$ cat config.mk
export PLATFORM = sky130hd
export DESIGN_NAME = pattern_resp_misr
export DESIGN_NICKNAME = d
export VERILOG_FILES = /design/src/rtl/pattern_resp_pkg.sv /design/src/rtl/misr_core.sv /design/src/rtl/pattern_resp_misr.sv
export SDC_FILE = /design/constraint.sdc
export NUM_CORES = 1
export LEC_CHECK = 0
export ABC_AREA = 1
export BUFFER_PORTS_ARGS = -buffer_cell sky130_fd_sc_hd__buf_2
export CORE_UTILIZATION = 49
export CTS_CLUSTER_SIZE = 40
export DETAILED_ROUTE_END_ITERATION = 8
export PLACE_DENSITY = 0.76
export SLEW_MARGIN = 20
export SYNTH_ARGS = -nofsm -noshare
export SYNTH_HDL_FRONTEND = slang
export SYNTH_SLANG_ARGS = --single-unit
$ cat constraint.sdc
create_clock -name blif_clk_net -period 1.89 [get_ports blif_clk_net]
set_clock_uncertainty 0.15 [all_clocks]
set_input_delay 0.567 -clock blif_clk_net [delete_from_list [all_inputs] [get_ports blif_clk_net]]
set_output_delay 0.567 -clock blif_clk_net [all_outputs]
set_load 0.02 [all_outputs]
$ cat src/rtl/pattern_resp_pkg.sv
// Shared types and constants for the pattern response checker: FSM states,
// default MISR polynomial/seed and the bit positions of the upstream responses.
package pattern_resp_pkg;

    typedef enum logic [1:0] {
        IDLE,
        FLUSH,
        CAPTURE,
        DONE
    } state_t;

    localparam logic [15:0] MISR_POLY_DEFAULT = 16'hB400;
    localparam logic [15:0] MISR_SEED_DEFAULT = 16'h0000;

    // Bit positions of the merged-pattern stage outputs on resp_in
    localparam int unsigned RESP_G42_1    = 0;
    localparam int unsigned RESP_N_572_1  = 1;
    localparam int unsigned RESP_N_573_1  = 2;
    localparam int unsigned RESP_N_549_1  = 3;
    localparam int unsigned RESP_N_569_1  = 4;
    localparam int unsigned RESP_N_452_1  = 5;
    localparam int unsigned RESP_G199_4   = 6;
    localparam int unsigned RESP_G214_4   = 7;
    localparam int unsigned RESP_ACVQN1_5 = 8;
    localparam int unsigned RESP_P6_5     = 9;
    localparam int unsigned RESP_COUNT    = 10;

endpackage

$ cat src/rtl/misr_core.sv
// Galois-style multiple-input signature register: shift with feedback, XOR in a
// data word on each enabled cycle; load overrides with a seed value.
module misr_core
    import pattern_resp_pkg::*;
#(
    parameter int unsigned        SIG_W = 16,
    parameter logic [SIG_W-1:0]   POLY  = SIG_W'(MISR_POLY_DEFAULT)
) (
    input  logic             clk,
    input  logic             rst,
    input  logic             load,
    input  logic [SIG_W-1:0] seed,
    input  logic             en,
    input  logic [SIG_W-1:0] din,
    output logic [SIG_W-1:0] sig
);

    logic [SIG_W-1:0] sig_next;

    always_comb begin
        sig_next = {sig[SIG_W-2:0], 1'b0} ^ (sig[SIG_W-1] ? POLY : '0) ^ din;
    end

    always_ff @(posedge clk or posedge rst) begin
        if (rst) begin
            sig <= '0;
        end else if (load) begin
            sig <= seed;
        end else if (en) begin
            sig <= sig_next;
        end
    end

endmodule

$ cat src/rtl/pattern_resp_misr.sv
// Response checker: discards a warm-up window, compacts a capture window into a
// MISR and compares the final signature against a golden value latched on start.
module pattern_resp_misr
    import pattern_resp_pkg::*;
#(
    parameter int unsigned      IN_W    = RESP_COUNT,
    parameter int unsigned      SIG_W   = 16,
    parameter logic [SIG_W-1:0] POLY    = SIG_W'(MISR_POLY_DEFAULT),
    parameter logic [SIG_W-1:0] SEED    = SIG_W'(MISR_SEED_DEFAULT),
    parameter int unsigned      WARMUP  = 2,
    parameter int unsigned      CAP_LEN = 64
) (
    input  logic             blif_clk_net,
    input  logic             blif_reset_net,
    input  logic             start,
    input  logic [SIG_W-1:0] golden,
    input  logic             resp_valid,
    input  logic [IN_W-1:0]  resp_in,
    output logic             busy,
    output logic             done,
    output logic             pass,
    output logic [SIG_W-1:0] signature,
    output logic [15:0]      cap_count
);

    localparam int unsigned        CNT_W     = 16;
    localparam int unsigned        WARM_W    = (WARMUP > 1) ? $clog2(WARMUP) : 1;
    localparam logic [WARM_W-1:0]  WARM_LAST = WARM_W'((WARMUP > 0) ? (WARMUP - 1) : 0);
    localparam logic [CNT_W-1:0]   CAP_LAST  = CNT_W'((CAP_LEN > 0) ? (CAP_LEN - 1) : 0);

    if (IN_W > SIG_W) begin : g_bad_width
        $error("pattern_resp_misr: IN_W must not exceed SIG_W");
    end
    if (CAP_LEN == 0) begin : g_bad_caplen
        $error("pattern_resp_misr: CAP_LEN must be at least 1");
    end

    state_t              state;
    logic [WARM_W-1:0]   warm_cnt;
    logic [CNT_W-1:0]    cap_cnt;
    logic [SIG_W-1:0]    golden_q;
    logic [SIG_W-1:0]    sig;
    logic                start_ok;
    logic                misr_en;
    logic [SIG_W-1:0]    misr_din;

    assign start_ok = start && ((state == IDLE) || (state == DONE));
    assign misr_en  = (state == CAPTURE) && resp_valid;
    assign misr_din = SIG_W'(resp_in);

    misr_core #(
        .SIG_W (SIG_W),
        .POLY  (POLY)
    ) u_misr (
        .clk  (blif_clk_net),
        .rst  (blif_reset_net),
        .load (start_ok),
        .seed (SEED),
        .en   (misr_en),
        .din  (misr_din),
        .sig  (sig)
    );

    // Sequencer: a start is only accepted from IDLE or DONE and always wins there.
    always_ff @(posedge blif_clk_net or posedge blif_reset_net) begin
        if (blif_reset_net) begin
            state    <= IDLE;
            busy     <= 1'b0;
            done     <= 1'b0;
            pass     <= 1'b0;
            warm_cnt <= '0;
            cap_cnt  <= '0;
            golden_q <= '0;
        end else if (start_ok) begin
            golden_q <= golden;
            warm_cnt <= '0;
            cap_cnt  <= '0;
            busy     <= 1'b1;
            done     <= 1'b0;
            pass     <= 1'b0;
            state    <= (WARMUP > 0) ? FLUSH : CAPTURE;
        end else begin
            case (state)
                FLUSH: begin
                    if (resp_valid) begin
                        warm_cnt <= warm_cnt + WARM_W'(1);
                        if (warm_cnt == WARM_LAST) begin
                            state <= CAPTURE;
                        end
                    end
                end
                CAPTURE: begin
                    if (resp_valid) begin
                        if (cap_cnt != '1) begin
                            cap_cnt <= cap_cnt + CNT_W'(1);
                        end
                        if (cap_cnt == CAP_LAST) begin
                            state <= DONE;
                            busy  <= 1'b0;
                        end
                    end
                end
                // Signature is final by now, so done and pass rise together.
                DONE: begin
                    done <= 1'b1;
                    pass <= (sig == golden_q);
                end
                default: begin
                end
            endcase
        end
    end

    assign signature = sig;
    assign cap_count = cap_cnt;

endmodule
Word-level counts from Yosys, hierarchy flattened:

Cells that the tools add are included.

* bits in registers: 54
* latch bits: 0
* input bits: 30
* RAM bits: 0
* bits in read-only memories: 0
* memories: 0
* output and inout bits: 35

* divide/modulo/power cells: 0
* shifts and indexed selects: 0
* add/sub/neg operators: 2
* multiplexer cells: 24
* bitwise logic cells: 2
* equal/unequal tests: 10
* reduce and logical (&&, ||, !) cells: 16
* multiply operators: 0
* $lt $le $gt $ge: 0

Operators with widths (count)
* 16-bit two-way mux: 7
* 16-bit by 1-bit adder with 16-bit output, second input constant: 1
* 16-bit == test: 1
* 16-bit by 6-bit == test with 1-bit output, second input constant: 1
* 16-bit != test, second input constant: 1
* 16-bit by 10-bit XOR with 16-bit output: 1
* 16-bit XOR: 1
* 2-bit nonzero test: 7
* 1-bit two-way mux: 11
* 2-bit two-way mux: 5
* 3-bit != test, second input constant: 3
* 3-bit AND reduction: 2
* 5-bit AND reduction: 1
* 2-bit == test, second input constant: 2
* 2-bit one-hot mux with 2 select lines: 1
* 3-bit by 2-bit != test with 1-bit output, second input constant: 1
* 3-bit nonzero test: 1
* 2-bit by 1-bit == test with 1-bit output, second input constant: 1
* 1-bit logical AND: 2
* 2-bit logical NOT: 1
* 2-bit AND reduction: 1
* 1-bit adder, second input constant: 1
* 1-bit logical OR: 1

Longest topological paths before layout:

* depth in word-level cells: 5
* depth in mapped cells: 10

Cells and area by module:

A second synthesis with hierarchy kept.

* cells, all modules: 399
* area total of the unflattened synthesis: 3134.3 um^2

By module, submodules not included
* pattern_resp_misr: times used 1, area each 2225.9 um^2, cells an instance 292, sequential area each 950.9 um^2
* misr_core: times used 1, area each 908.4 um^2, cells an instance 107, sequential area each 400.4 um^2

Worst setup path after synthesis:

Ideal clock, no wire load.

* kind: reg2reg
* start point: register cap_cnt[0], in the netlist cap_count[0]
* end point: register cap_cnt[3], in the netlist cap_count[3]
* cell stages (with the launch flop): 11
* path slack: 0.138 ns
* arrival time: 1.519 ns
* library setup time: 0.084 ns
* period minus slack after synthesis: 1.752 ns
* cell sequence: dfrtp_1 > ha_1 > nand2_1 > nor2_2 > nand2_2 > nor2_4 > nand2_2 > nand2_4 > buf_8 > nand2_1 > o21ai_0

* longest elaborated chain between the ends: 5
* elaborated cells on any way between the ends: 8

RTL lines
* start, declared: line pattern_resp_misr.sv:40 `logic [CNT_W-1:0] cap_cnt;`
* start signal, assigned: line pattern_resp_misr.sv:95 `cap_cnt <= cap_cnt + CNT_W'(1);`
* 16-bit by 1-bit adder with 16-bit output: line pattern_resp_misr.sv:95
* 16-bit two-way mux: line pattern_resp_misr.sv:94 `if (cap_cnt != '1) begin`
* 16-bit two-way mux: line pattern_resp_misr.sv:93 `if (resp_valid) begin`
* 16-bit two-way mux: line pattern_resp_misr.sv:83 `case (state)`
* 16-bit two-way mux: line pattern_resp_misr.sv:74 `end else if (start_ok) begin`

Parallel ways exist; a longest one is shown, timed or not. The select of a mux whose other input is x is not followed.
A chain may end at the register's enable or synchronous reset.

Worst setup path in the final report:

* start point: register cap_cnt[1], in the netlist cap_count[1]
* end point: register cap_cnt[15], in the netlist cap_count[15]

The elaborated chain is that of the path after synthesis.

==> flow_summary.yaml <==
synth:
  netlist_instances: 383
  yosysUniqueCellTypes: 24
  synth.avg_cell_area_um2: 7.66
  syn-cell-area_mm2: 0.00293
  seq_area_frac_synth: 0.461
  ys_ff_latch: 54
  yosysWarnings: 0
  syn-num-nets: 418
cts:
  cts_buffers: 5
  clock_latency_ps: 310
  htreeDepth: 2
  cts-root-buf: "clkbuf_8"
  cts_tree: "built"
  clock_path_buffers: 2
  cts_hold_buf: 0
  cts_sinks: 54
  cts.reportedPaths.clkPinSlew_ps: 100
final_layout:
  area_growth_syn_to_layout_pct: 23.2
  fillers: 506
  nets: 495
  mostFrequentLayoutCell: "nand2_1"
  drive_gt1_frac: 0.234
  final_cell_mix: "nand2_1 (136), buf_2 (64), dfrtp_1 (54), nor2_1 (34), o21ai_0 (30)"
  antenna_cells: 0
power:
  comb_power_share: 0.516
  power.internal_mw: 2.87
  netSwitchingFraction: 0.456
  power_density_mw_per_mm2: 1460
  ir_drop_uv: 812
  seq_power_share: 0.361
  clockPowerShare: 0.124
  p_sw_mw: 2.41
  power_leakage_nw: 1.82
  finalPower_mw: 5.28
route:
  detail_route.wirelength_um: 6860
  first_pass_iters: 4
  drc_errors: 0
  vias: 2653
  drt_first_iter_violations: 183
  wire_per_inst_um: 12.9
  vias_per_cell: 4.98
  ant_nets: 0
grt:
  gr-total-overflow: 0
  antenna_found_initial: 0
  grtUsageTotal: 0.233
  grt_pass1_wl_um: 11400
  grt_pass1_vias: 2448
  grt_max_degree: 55
floorplan:
  ios: 65
  rows: 27
  start_util: 0.520
  die_area_mm2: 0.00630
  core_area_mm2: 0.00564
  die_x_um: 79.4
  fp.dieH_um: 79.4
placed_design:
  routabilityCongestion: 0.807
  hpwl_um: 4940
  numPortBuffers: 64
sta:
  finalSetupTns_ps: 0
  hold_violations: 0
  maxSlewViolCount: 0
  rsz0062_at_grt: "no"
  fmax_mhz: 564
  relSlewSlack: 0.798
  min_period_ps: 1770
  setup_viol: 0
  tightest_slew_ps: 303
  post-route-period-util: 0.937
setup_path:
  crit_type: "reg2reg"
  required_ps: 1960
  worstSetupStartpointType: "register"
  cp-end-kind: "register"
  cp.arrival_ps: 1840
  path_max_fanout: 17
job:
  drv_cap: 0
min_path:
  hp-class: "in2async"
run_status:
  status: "finished clean"
==> area by class of cell <==
type	instances	area [µm²]	area share
well taps	72	90.1	0.0249
clock inverters	3	21.3	0.00589
multi-input cells	288	1490	0.412
flip-flops and latches	54	1350	0.374
clock buffers	5	68.8	0.0191
inverters	31	123	0.0339
repair buffers	80	469	0.130
==> routing by layer <==
| layer | track usage | vias to the layer above | wire [µm] |
|---|---|---|---|
| met3 | 0.0402 | 8 | 248 |
| met4 | 0.0600 | 0 | 82 |
| met2 | 0.356 | 52 | 3190 |
| li1 | - | 1364 | - |
| met1 | 0.342 | 1229 | 3340 |
| met5 | 0 | - | 0 |
==> final timing paths <==
path / start / endpoint / slack (ps) / cells after the start
setup reg to reg: cap_count[1]$_DFFE_PP0P_ / cap_count[15]$_DFFE_PP0P_ / 120 / 9
max in group asynchronous: blif_reset_net / u_misr.sig[10]$_DFFE_PP0P_ / 1170 / 3
min in group blif_clk_net: golden[0] / golden_q[0]$_DFFE_PP0N_ / 290 / 3
hold / removal: blif_reset_net / cap_count[7]$_DFFE_PP0P_ / 150 / 3
setup / recovery: cap_count[1]$_DFFE_PP0P_ / cap_count[15]$_DFFE_PP0P_ / 120 / 9
hold reg to reg: pass$_DFFE_PP0P_ / pass$_DFFE_PP0P_ / 350 / 2
==> critical path: stages, from the launching register on <==
cell and delay, ps:
dfrtp_1 370, ha_1 200, nand2_1 120, nor2_4 130
nand2_2 110, nor2_4 180, nand2_4 120, nand2_8 150
nand2_1 60, o21ai_0 90
==> state kept, by name (all words and copies together) (netlist names) <==
name and flops:
busy 1, state 2, cap_count 16, warm_cnt 1, golden_q 16, pass 1
done 1, u_misr.sig 16
==> cells by family (layout without fill, tap and decap cells) <==
family / Yosys count / after routing / share of synthesized area
and+or+nand+nor: 209 / 209 / 0.292
DFF: 54 / 54 / 0.461
AOI/OAI and AO/OA: 50 / 50 / 0.0964
buffers and inverters: 41 / 119 / 0.0576
xor gates and xnor gates: 24 / 24 / 0.0717
adders and majority gates: 5 / 5 / 0.0213
==> power groups by stage <==
stage	Sequential, mW	Combinational, mW	Clock, mW
2_1_floorplan	2.09	1.52	0
3_3_place_gp	1.92	2.45	0
3_5_place_dp	1.92	2.53	0
4_1_cts	1.90	2.56	0.675
5_1_grt	1.96	3.03	0.726
6_report	1.91	2.72	0.653
==> what timing repair did <==
item | 4_1_cts | 5_1_grt
cloned | 0 | 0
gates resized for setup | 2 | 15
buffers inserted | 0 | 1
endpoints found under the setup margin | 11 | 22
pin swaps | 0 | 3
==> stage by stage <==
| step | hold slack, ps | instance area [µm²] | cells | setup slack [ps] | util |
|---|---|---|---|---|---|
| CTS | 176 | 3530 | 532 | 48.0 | 0.626 |
| detailed placement | 320 | 3430 | 524 | -68.9 | 0.608 |
| global placement | 315 | 3430 | 524 | 31.1 | 0.608 |
| floorplan | 303 | 2940 | 383 | 138 | - |
| finish | 154 | 3610 | 533 | 118 | 0.640 |
| global route | 186 | 3610 | 533 | 3.38 | 0.640 |
==> cells in the mapped netlist (all sizes together) <==
| cell type | instances | area [µm²] |
|---|---|---|
| buf | 5 | 33.8 |
| nand3 | 20 | 100 |
| o21ai | 32 | 168 |
| clkbuf | 5 | 18.8 |
| nor2 | 38 | 155 |
| o31ai | 10 | 75.1 |
| a21oi | 8 | 40.0 |
| xor2 | 12 | 105 |
| nand3b | 2 | 15.0 |
| xnor2 | 12 | 105 |
| nand2 | 143 | 554 |
| dfrtp | 54 | 1350 |
| nand4 | 2 | 12.5 |
| inv | 31 | 116 |
| nor3 | 4 | 20.0 |
| ha | 5 | 62.6 |
No activity file was read; power rests on OpenSTA's default activity.
